[src/rtl/keypad_scanner.sv]
// Scans a 4x4 CHIP-8 hex keypad, debounces every key and produces the FX0A key-wait handshake.
// Define KEYPAD_GHOST_REJECT_EN for whole-frame debounce with ghost-frame rejection.
module keypad_scanner #(
  parameter int unsigned SCAN_DIV       = 1000,
  parameter int unsigned DEBOUNCE_SCANS = 4
) (
  input  logic       clk_in,
  input  logic       rst_in,
  output logic [3:0] row_out,
  input  logic [3:0] col_in,
  output bit         keyboard [15:0],
  input  logic       key_wait_in,
  output logic       key_valid_out,
  input  logic       key_ready_in,
  output logic [3:0] key_code_out
);

  localparam int unsigned DivW = $clog2(SCAN_DIV);

  typedef enum logic [1:0] {StIdle, StArmed, StHeld, StPresent} state_e;

  // Matrix position (row, col) to CHIP-8 key value.
  function automatic logic [3:0] key_of(input logic [1:0] r, input logic [1:0] c);
    logic [3:0] k;
    case ({r, c})
      4'd0:    k = 4'h1;
      4'd1:    k = 4'h2;
      4'd2:    k = 4'h3;
      4'd3:    k = 4'hC;
      4'd4:    k = 4'h4;
      4'd5:    k = 4'h5;
      4'd6:    k = 4'h6;
      4'd7:    k = 4'hD;
      4'd8:    k = 4'h7;
      4'd9:    k = 4'h8;
      4'd10:   k = 4'h9;
      4'd11:   k = 4'hE;
      4'd12:   k = 4'hA;
      4'd13:   k = 4'h0;
      4'd14:   k = 4'hB;
      default: k = 4'hF;
    endcase
    return k;
  endfunction

  logic [DivW-1:0] div_q, div_d;
  logic [1:0]      row_q, row_d;
  logic            tick;
  logic [15:0]     samp, upd;
  logic [15:0]     stable_q, stable_d;
  logic [3:0]      cnt_q [16];
  logic [3:0]      cnt_d [16];
  logic [15:0]     rise, fall;
  state_e          state_q, state_d;
  logic [3:0]      key_q, key_d;
  logic [3:0]      code_q, code_d;

  assign tick = (div_q == DivW'(SCAN_DIV - 1));

  always_comb begin
    div_d = tick ? '0 : div_q + 1'b1;
    row_d = tick ? row_q + 2'd1 : row_q;
  end

  assign row_out = ~(4'b0001 << row_q);

`ifdef KEYPAD_GHOST_REJECT_EN
  logic [15:0] raw_q, raw_d;
  logic        ghost;

  // Two rows sharing two or more closed columns make the frame ambiguous.
  function automatic logic is_ghost(input logic [15:0] f);
    logic g;
    g = 1'b0;
    for (int i = 0; i < 4; i++) begin
      for (int j = i + 1; j < 4; j++) begin
        if ($countones(f[i*4 +: 4] & f[j*4 +: 4]) >= 2) g = 1'b1;
      end
    end
    return g;
  endfunction

  always_comb begin
    raw_d = raw_q;
    if (tick) raw_d[{row_q, 2'b00} +: 4] = ~col_in;
    ghost = is_ghost(raw_d);
    samp  = '0;
    for (int p = 0; p < 16; p++) begin
      samp[key_of(2'(p / 4), 2'(p % 4))] = raw_d[p];
    end
    upd = (tick && row_q == 2'd3 && !ghost) ? 16'hFFFF : 16'h0000;
  end
`else
  always_comb begin
    samp = '0;
    upd  = '0;
    for (int c = 0; c < 4; c++) begin
      samp[key_of(row_q, 2'(c))] = ~col_in[c];
      upd[key_of(row_q, 2'(c))]  = tick;
    end
  end
`endif

  always_comb begin
    stable_d = stable_q;
    for (int k = 0; k < 16; k++) begin
      cnt_d[k] = cnt_q[k];
      if (upd[k]) begin
        if (samp[k] == stable_q[k]) begin
          cnt_d[k] = '0;
        end else if (cnt_q[k] == 4'(DEBOUNCE_SCANS - 1)) begin
          stable_d[k] = ~stable_q[k];
          cnt_d[k]    = '0;
        end else begin
          cnt_d[k] = cnt_q[k] + 4'd1;
        end
      end
    end
    rise = stable_d & ~stable_q;
    fall = ~stable_d & stable_q;
  end

  always_comb begin
    state_d = state_q;
    key_d   = key_q;
    code_d  = code_q;
    unique case (state_q)
      StIdle: begin
        if (key_wait_in) state_d = StArmed;
      end
      StArmed: begin
        if (!key_wait_in) begin
          state_d = StIdle;
        end else if (|rise) begin
          state_d = StHeld;
          // Descending scan so the lowest rising key wins.
          for (int k = 15; k >= 0; k--) begin
            if (rise[k]) key_d = 4'(k);
          end
        end
      end
      StHeld: begin
        if (!key_wait_in) begin
          state_d = StIdle;
        end else if (fall[key_q]) begin
          code_d  = key_q;
          state_d = StPresent;
        end
      end
      StPresent: begin
        if (key_ready_in) state_d = StIdle;
      end
      default: state_d = StIdle;
    endcase
  end

  always_ff @(posedge clk_in) begin
    if (rst_in) begin
      div_q    <= '0;
      row_q    <= '0;
      stable_q <= '0;
      for (int k = 0; k < 16; k++) cnt_q[k] <= '0;
      state_q  <= StIdle;
      key_q    <= '0;
      code_q   <= '0;
`ifdef KEYPAD_GHOST_REJECT_EN
      raw_q    <= '0;
`endif
    end else begin
      div_q    <= div_d;
      row_q    <= row_d;
      stable_q <= stable_d;
      cnt_q    <= cnt_d;
      state_q  <= state_d;
      key_q    <= key_d;
      code_q   <= code_d;
`ifdef KEYPAD_GHOST_REJECT_EN
      raw_q    <= raw_d;
`endif
    end
  end

  always_comb begin
    for (int k = 0; k < 16; k++) keyboard[k] = stable_q[k];
  end

  assign key_valid_out = (state_q == StPresent);
  assign key_code_out  = code_q;

endmodule

[config.mk]
export PLATFORM = sky130hd
export DESIGN_NAME = keypad_scanner
export DESIGN_NICKNAME = d
export VERILOG_FILES = /design/src/rtl/keypad_scanner.sv
export SDC_FILE = /design/constraint.sdc
export NUM_CORES = 1
export LEC_CHECK = 0
export CAP_MARGIN = 20
export CORE_ASPECT_RATIO = 1.25
export CORE_UTILIZATION = 55
export DETAILED_ROUTE_END_ITERATION = 7
export PLACE_DENSITY = 0.89
export SLEW_MARGIN = 40
export SYNTH_ARGS = -nofsm -noshare
export SYNTH_HDL_FRONTEND = slang
export SYNTH_SLANG_ARGS = --single-unit
[constraint.sdc]
create_clock -name clk_in -period 2.8 [get_ports clk_in]
set_clock_uncertainty 0.15 [all_clocks]
set_input_delay 0.28 -clock clk_in [delete_from_list [all_inputs] [get_ports clk_in]]
set_output_delay 0.28 -clock clk_in [all_outputs]
set_load 0.005 [all_outputs]
==> results.md, run 1 <==
CTS:
- The post-CTS clock slew at the launch and capture registers of the worst setup and hold paths is ~0.07 ns.
- Hold repair after CTS inserted 0 buffers.
- The later pin in the worst-skew pair is clocked with a latency of 0.36 ns.
- The TritonCTS clock tree is yes.
- The number of buffers on the longest clock path is 2.
- The CTS buffer count is 9.
- CTS built an H-tree with a depth of 3.
- The number of clock sinks seen by CTS is roughly 100.
- The cell sitting at the root of the clock tree is a sky130_fd_sc_hd__clkbuf_16.

Die:
- The area of the placeable core is approximately 12,000 sq um.
- The overall die area is between 10,000 and 15,000 sq um.
- The vertical extent of the die is ~120 um.
- The effective utilization at floorplan is 0.563.
- The number of placed I/O pins is 33.
- The x dimension of the die is just under 100 um.
- The floorplan row count is 44.

Timing:
- Summed over all failing endpoints, the final setup total negative slack is -2.30 ns.
- After layout, the worst setup slack is -0.270 ns.
- Setup repair after global routing could not meet its margin everywhere.
- The setup violation total in the final timing report is 10.
- The total count of hold-check failures in the final report was 0.
- At the pin with the least slew margin, the transition time is 0.728 ns.
- The routed design could run at a clock period as short as 3.07 ns.
- The part of the cycle the worst path needs is 1.10.
- The maximum frequency from static timing analysis is between 300 and 400 MHz.
- The max-slew headroom at the worst pin is 0.514.
- The max-slew violation total from the final report is 0.

Status:
- The final reports fail on negative setup slack.
- The run finished, with violations left.

Final layout:
- After routing the design area is ~8800 sq um.
- The fraction of layout cells with a size suffix above 1 is 0.264.
- The library cells used most frequently in the layout, excluding fill and tap cells, are sky130_fd_sc_hd__buf_4 (163), sky130_fd_sc_hd__dfxtp_1 (100), sky130_fd_sc_hd__nor2_1 (98), sky130_fd_sc_hd__a21oi_1 (76), sky130_fd_sc_hd__nand2_1 (61).
- The net total in the final layout is roughly 1,000.
- The antenna cell count is 0.
- The library cell used most frequently in the layout, excluding fill and tap cells, is sky130_fd_sc_hd__buf_4.
- For this run, the number of standard cells in the final layout without fillers is ~1,100.
- The synthesis-to-layout area growth is 35.0%.
- The final core utilization is 0.760.

Drt:
- The first-pass iteration count of the detailed router is 6.
- Using the TritonRoute via totals, the vias-per-cell ratio works out to between 6 and 7.
- The remaining antenna violation count is 0.
- The final layout contains routed wiring with a total length of 22,500 um.
- In the final routed layout, each cell accounts on average for a little under 20 um.
- After the first detailed-routing iteration, the DRC count stood at ~820.
- The total number of vias is roughly 7,600.
- After detailed routing, the number of remaining DRC violations is 0.

Synthesis:
- Summing every instance area after synthesis gives 6510 sq um.
- The count of cell types in the netlist is between 80 and 90.
- During synthesis, Yosys emitted a total of 0 warnings.
- For this run, the leading register cell type out of synthesis is sky130_fd_sc_hd__dfxtp_1.
- The number of cells produced by synthesis is 810.
- The average cell area after synthesis is ~8.0 sq um.
- The post-synth net total is approximately 840.
- The number of flops mapped to enable cells by yosys is 0.
- The post-synthesis async set-or-reset flop share is 0.
- The part of the Yosys area used for sequential elements is 0.314.
- The synthesis-stage register bit count is ~100.

Place:
- In this run, placement finished with an instance count of about 1,100.
- The worst-case setup slack after placement is -0.317 ns.
- The placed standard-cell area is between 8000 and 9000 sq um.
- The placed wire-length estimate after detailed placement is 13,600 um.
- Input and output buffers added on the ports amount to 32.
- The congestion estimate from routability-driven global placement came to around 1.1.

Global route:
- Global routing finished with a remaining overflow of 0.
- The maximum number of pins on one net before global-route repair is 45.
- The global-route wire length before repair is 34,600 um.
- The number of antenna violations at the first check in global routing is 0.
- For this run, the total global-route usage over all layers was measured as 0.356.
- The number of global-route vias before repair is ~7,100.

Critical path:
- The most critical setup path has its endpoint at key_code_out[0].
- In this run the critical register-to-register path is captured at key_code_out[0].
- The register-to-register setup slack is -0.27 ns.
- The kind of start point of the critical path is a flip-flop.
- For the worst flop-to-flop path, the logic depth is 11.
- The biggest fanout along the worst timing path is 6.
- The beginning of the worst register-to-register path is row_q[1].
- The type of destination of the critical path is a flip-flop.
- The required time at the worst-slack endpoint is 2.94 ns.
- The worst setup path is of the reg2reg kind.
- The first element of the critical path is row_q[1].
- The arrival time at the worst endpoint is 3.21 ns.

Min path:
- The min-delay analysis places its worst path in the category in2reg.

Power:
- The power density over cell area is ~340 nW/um^2.
- IR analysis of the VDD net gives a maximum drop of around 0.25 mV.
- The analysis attributes to cell leakage a power of ~3.5 nW.

Flow run:
- Max-cap violations in this run came to 0.
[sequential cells by signal, summed over array words and instances (netlist names)]
signal        cells
div_q            10
key_code_out      4
state_q           2
cnt_q            64
keyboard         16
row_q             2
key_q             4
[through the flow]
stage | total power [W] | hold WS [ns]
final | 0.00303 | 0.191
after global routing | 0.00311 | 0.230
after CTS | 0.00302 | 0.185
after detailed placement | 0.00162 | 0.311
after global placement | 0.00161 | 0.309
after floorplan | 0.00156 | 0.280
[routing by layer]
layer | up-vias | global-route usage | share of wire
met3 | 199 | 0.0802 | 0.093
met4 | 0 | 0.236 | 0.077
li1 | 3325 | - | -
met5 | - | 0 | 0
met1 | 3530 | 0.399 | 0.36
met2 | 530 | 0.609 | 0.47
[cell families after synthesis]
kind of cell | Yosys count | share of synthesized area
adders and majority gates | 25 | 0.0480
AOI/OAI and AO/OA | 193 | 0.187
muxes | 27 | 0.0427
and+or+nand+nor | 383 | 0.333
xor gates and xnor gates | 29 | 0.0390
DFF | 102 | 0.314
buffers and inverters | 51 | 0.0365
[critical path, cell delays in order, from the launching register on]
cell                       delay, ns
sky130_fd_sc_hd__dfxtp_4        0.42
sky130_fd_sc_hd__inv_8          0.07
sky130_fd_sc_hd__ha_4           0.17
sky130_fd_sc_hd__buf_6          0.13
sky130_fd_sc_hd__nor4bb_4       0.15
sky130_fd_sc_hd__o31ai_2        0.28
sky130_fd_sc_hd__nor4b_4        0.28
sky130_fd_sc_hd__nor2_2         0.13
sky130_fd_sc_hd__or4_4          0.58
sky130_fd_sc_hd__a311oi_4       0.29
sky130_fd_sc_hd__buf_6          0.17
sky130_fd_sc_hd__mux2i_1        0.18
[how the worst min path moves through the flow]
stage                    startpoint              end  slack [ns]  cells past startpoint
CTS                          rst_in         cnt_q[8]        0.19                      2
finish                       rst_in         cnt_q[8]        0.19                      2
floorplan                  div_q[0]         div_q[0]        0.28                      1
detailed placement  key_code_out[0]  key_code_out[0]        0.31                      2
global placement          cnt_q[37]        cnt_q[37]        0.31                      2
global route                 rst_in         key_q[2]        0.23                      2
[cell usage after synthesis (all sizes together) (6+ instances only)]
cell,count,share of area
ha,25,0.048
inv,18,0.010
nor4,12,0.016
a31oi,9,0.0086
or3b,8,0.011
clkbuf,14,0.0085
buf,18,0.016
nand4,12,0.012
o31ai,6,0.0085
and3,8,0.0083
nand2,62,0.036
nand2b,17,0.016
nand3,29,0.023
xor2,17,0.023
nand3b,8,0.0092
dfxtp,102,0.31
or3,9,0.0086
nor3b,22,0.026
o21ai,45,0.035
a211oi,7,0.0081
nor3,16,0.014
mux2,6,0.010
and2,10,0.0096
xnor2,12,0.016
nor2,99,0.057
nor2b,23,0.022
mux2i,21,0.032
a21o,7,0.0081
a21oi,78,0.061
nand4b,17,0.023
[where the power goes]
group          switching, W  internal [W]  total (W)
logic             0.0000799     0.0000588   0.000139
registers        0.00000581       0.00145    0.00146
clock network      0.000592      0.000844    0.00144
total              0.000677       0.00236    0.00303
[layout make-up]
cell class | instances | area, sq um
sequential | 102 | 2050
fill | 685 | 2770
inverter | 18 | 80.1
multi-input combinational | 657 | 4470
tap | 138 | 173
timing repair buffer | 204 | 1680
clock inverter | 5 | 88.8
clock buffer | 11 | 253
[repair_timing]
action | 4_1_cts | 5_1_grt
cloned | 0 | 0
gates resized for setup | 40 | 13
pin swaps | 9 | 1
endpoints found under the setup margin | 13 | 26
setup buffers | 9 | 2
Note: power is estimated with default switching activity, not from simulation.
==> run 2, diff against run 1 <==
--- a/config.mk
+++ b/config.mk
@@ -6,8 +6,10 @@
 export NUM_CORES = 1
 export LEC_CHECK = 0
 export CAP_MARGIN = 20
-export CORE_ASPECT_RATIO = 1.25
+export CORE_ASPECT_RATIO = 0.8
+export CORE_MARGIN = 1
 export CORE_UTILIZATION = 55
+export CTS_CLUSTER_DIAMETER = 120
 export DETAILED_ROUTE_END_ITERATION = 7
 export PLACE_DENSITY = 0.89
 export SLEW_MARGIN = 40
==> run 2 against run 1 <==
Net effect: utilization down 0.32 points; combinational power about the same; global-route usage shrank 1.9 points; count of clock-buffer cells in the layout is 1 higher; cell area shrank 0.80%; critical endpoint is now key_q[1]; hold slack better by 0.0060 ns; routed wire length shrank 2.6%; power decreased by 7.4%; via count shrank 1.2%; the run still ends with negative setup slack left.
==> results.md, run 2 (synthesized netlist as in run 1, its figures left out) <==
Status:
- The run finished, with violations left.
- The final reports fail on negative setup slack.

Drt:
- The via density per instance is ~6.6.
- Once detail routing completed, the nets flagged for antenna violations numbered 0.
- The pre-antenna-repair detailed-routing pass consisted of 7 iterations.
- The wire length per cell after detailed routing is 19.3 um.
- The iteration-0 DRC count of the detailed router is a little over 900.
- The total wire length after detailed routing is 21,900 um.
- The total number of vias is about 7,500.
- After detailed routing, the number of remaining DRC violations is 0.

Die:
- The x dimension of the die is between 100 and 150 um.
- The area of the placeable core is 11,500 sq um.
- After floorplanning, the core was divided into 35 placement rows.
- The vertical extent of the die is approximately 99 um.
- Pin placement for this block handled 33 I/O pins.
- The effective utilization at floorplan is 0.565.
- The overall die area is approximately 12,000 sq um.

Global route:
- The global-route wire length before repair is roughly 33,000 um.
- For this run, global-route usage on met2 was measured as 0.549.
- The routing usage on met1 is 0.419.
- Entering global routing, the biggest net connects 41 pins.
- The number of antenna violations at the first check in global routing came to 0.
- met2 is the most crowded layer.
- The routing usage on met3 is 0.0688.
- The overall routing resource usage is 0.336.
- The total global routing overflow is 0.
- The number of global-route vias before repair is 6,836.

CTS:
- The maximum level of the CTS H-tree is 3.
- In this run, CTS created clock tree buffers numbering 9.
- Counting along the longest clock path gives a buffer depth of 2.
- The number of clock sinks seen by CTS is approximately 100.
- TritonCTS built the clock tree.
- Clock latency on the worst-skew pair, taken at its later pin, is about 0.35 ns.
- The tree is rooted in a sky130_fd_sc_hd__clkbuf_16.
- Clock-pin slew was measured on the worst setup and hold paths at ~0.070 ns.

Critical path:
- For the worst setup path, the data arrival time is approximately 3.3 ns.
- For this run, the slowest stage of the critical path takes 0.67 ns.
- The biggest fanout along the worst timing path is 8.
- The critical path goes through buf_4, ha_2, nor2b_1, a31oi_1, nor4_1, a2111oi_2, nand4_1, buf_6, nand4_1, o32ai_2.
- STA classifies the critical path startpoint as a flip-flop.
- STA classifies the critical path endpoint as a flip-flop.
- STA puts the critical path data required time at about 2.9 ns.
- The critical-path cell with the highest stage delay is sky130_fd_sc_hd__nor4_1.
- The cell that appears most often on the critical path is sky130_fd_sc_hd__nand4_1.
- For the worst flop-to-flop path, the logic depth is 10.
- The startpoint identified for the worst register-to-register timing path is row_q[1].
- Following the worst setup path forward leads to its endpoint at key_q[1].
- The register-to-register setup slack is -0.37 ns.
- The capture instance of the worst register-to-register path is key_q[1].
- In this run the worst setup path begins at row_q[1].
- The type of the setup path with the least slack is reg2reg.

Timing:
- Setup repair after global routing could not meet its margin everywhere.
- After layout, the minimum clock period comes to roughly 3.2 ns.
- At the pin with the least slew margin, the transition time is roughly 0.73 ns.
- The total count of hold-check failures in the final report came to 0.
- Of the available clock period, the critical path in the final layout requires 1.13.
- The worst-case setup margin in the final layout is -0.369 ns.
- The setup violation total in the final timing report is 10.
- For this run, the top clock speed supported by timing is approximately 320 MHz.
- The max-slew violation total from the final report is 0.
- Headroom to the max-slew limit came out at 0.508.
- Final hold analysis gives a worst-case slack of 0.197 ns.

Power:
- The leakage dissipation is ~3.4 nW.
- The power density over cell area is 322 nW/um^2.
- Across the VDD grid, the largest voltage drop is around 0.42 mV.
- Summing internal, switching and leakage power gives 0.00281 W.

Min path:
- The type of the tightest min-delay check is in2reg.
- The number of stages on the worst hold path is 2.

Place:
- The count of input and output buffers is 32.
- Counting tap cells, the placed design contains a total of about 1,100 instances.
- The congestion estimate from routability-driven global placement came to 1.04.
- The placed wire-length estimate after detailed placement is 13,900 um.

Final layout:
- More flip-flops sit in one register than any other, and that register is cnt_q.
- The leading cell type in the layout, fill and taps excluded is sky130_fd_sc_hd__buf_4.
- After filler insertion, the fill cell instance count of the layout stands at 715.
- The fraction of layout cells with a size suffix above 1 is 0.269.
- The register with the most flip-flops in the layout has 64 of them.
- From synthesis to final layout, the design area changed by 33.9%.
- After the flow finishes, the layout carries non-filler instances totaling ~1,100.
- Leaving out fill and tap cells, the most frequent cells in the layout are sky130_fd_sc_hd__buf_4 (159), sky130_fd_sc_hd__dfxtp_1 (100), sky130_fd_sc_hd__nor2_1 (98), sky130_fd_sc_hd__a21oi_1 (76), sky130_fd_sc_hd__nand2_1 (61).
- The antenna cell count is 0.
- At the end of the flow, the number of nets in the layout was 1,018.

Flow run:
- The reported max-cap violation count is 0.
-- run 2: changes by cell type in the layout (fill, tap and decap cells not counted), sizes merged --
| cell | before | now |
|---|---|---|
| inv | 20 | 18 |
| bufinv | 2 | 0 |
| buf | 173 | 166 |
| clkbuf | 11 | 12 |
| clkinv | 1 | 4 |
-- run 2: layout make-up --
cell class	count	area, sq um	area share
Timing Repair Buffer	197	1590	0.183
Tap cell	148	185	0.0212
Sequential cell	102	2050	0.235
Inverter	18	75.1	0.00861
Multi-Input combinational cell	657	4530	0.519
Clock buffer	12	256	0.0294
Clock inverter	4	31.3	0.00359
-- run 2: metal layers --
layer	wire, um	part of all wire
met4	1210	0.055
met2	9900	0.45
met3	2150	0.098
met1	8650	0.39
met5	0	0
-- run 2: timing repair --
action | CTS | global route
gates resized for setup | 33 | 29
buffers inserted | 8 | 3
pin swaps | 6 | 7
setup endpoints to repair | 10 | 17
hold buffers | 0 | 0
-- run 2: worst min-delay path by stage --
stage	start	end	slack, ns
2_1_floorplan	div_q[0]	div_q[0]	0.28
3_3_place_gp	cnt_q[17]	cnt_q[17]	0.31
3_5_place_dp	cnt_q[17]	cnt_q[17]	0.32
4_1_cts	rst_in	keyboard[10]	0.19
5_1_grt	rst_in	keyboard[10]	0.21
6_report	rst_in	keyboard[10]	0.20
-- run 2: through the flow --
step | area [sq um] | setup TNS, ns | worst slack, ns | utilization
2_1_floorplan | 6560 | 0 | 0.000114 | -
3_3_place_gp | 8050 | -1.84 | -0.219 | 0.699
3_5_place_dp | 8050 | -2.95 | -0.342 | 0.699
4_1_cts | 8550 | -0.626 | -0.107 | 0.742
5_1_grt | 8720 | -2.99 | -0.408 | 0.757
6_report | 8720 | -2.48 | -0.369 | 0.757
-- run 2: power by group --
group | switching (W) | internal, W
Combinational | 0.0000794 | 0.0000591
Sequential | 0.00000450 | 0.00145
Clock | 0.000556 | 0.000655
-- run 2: worst max-delay path, delay by kind of cell (launching register included) --
family / cells / cell delay (ns)
buffers and inverters: 2 / 0.28
and+or+nand+nor: 4 / 1.34
AOI/OAI and AO/OA: 3 / 0.60
DFF: 1 / 0.41
adders and majority gates: 1 / 0.29
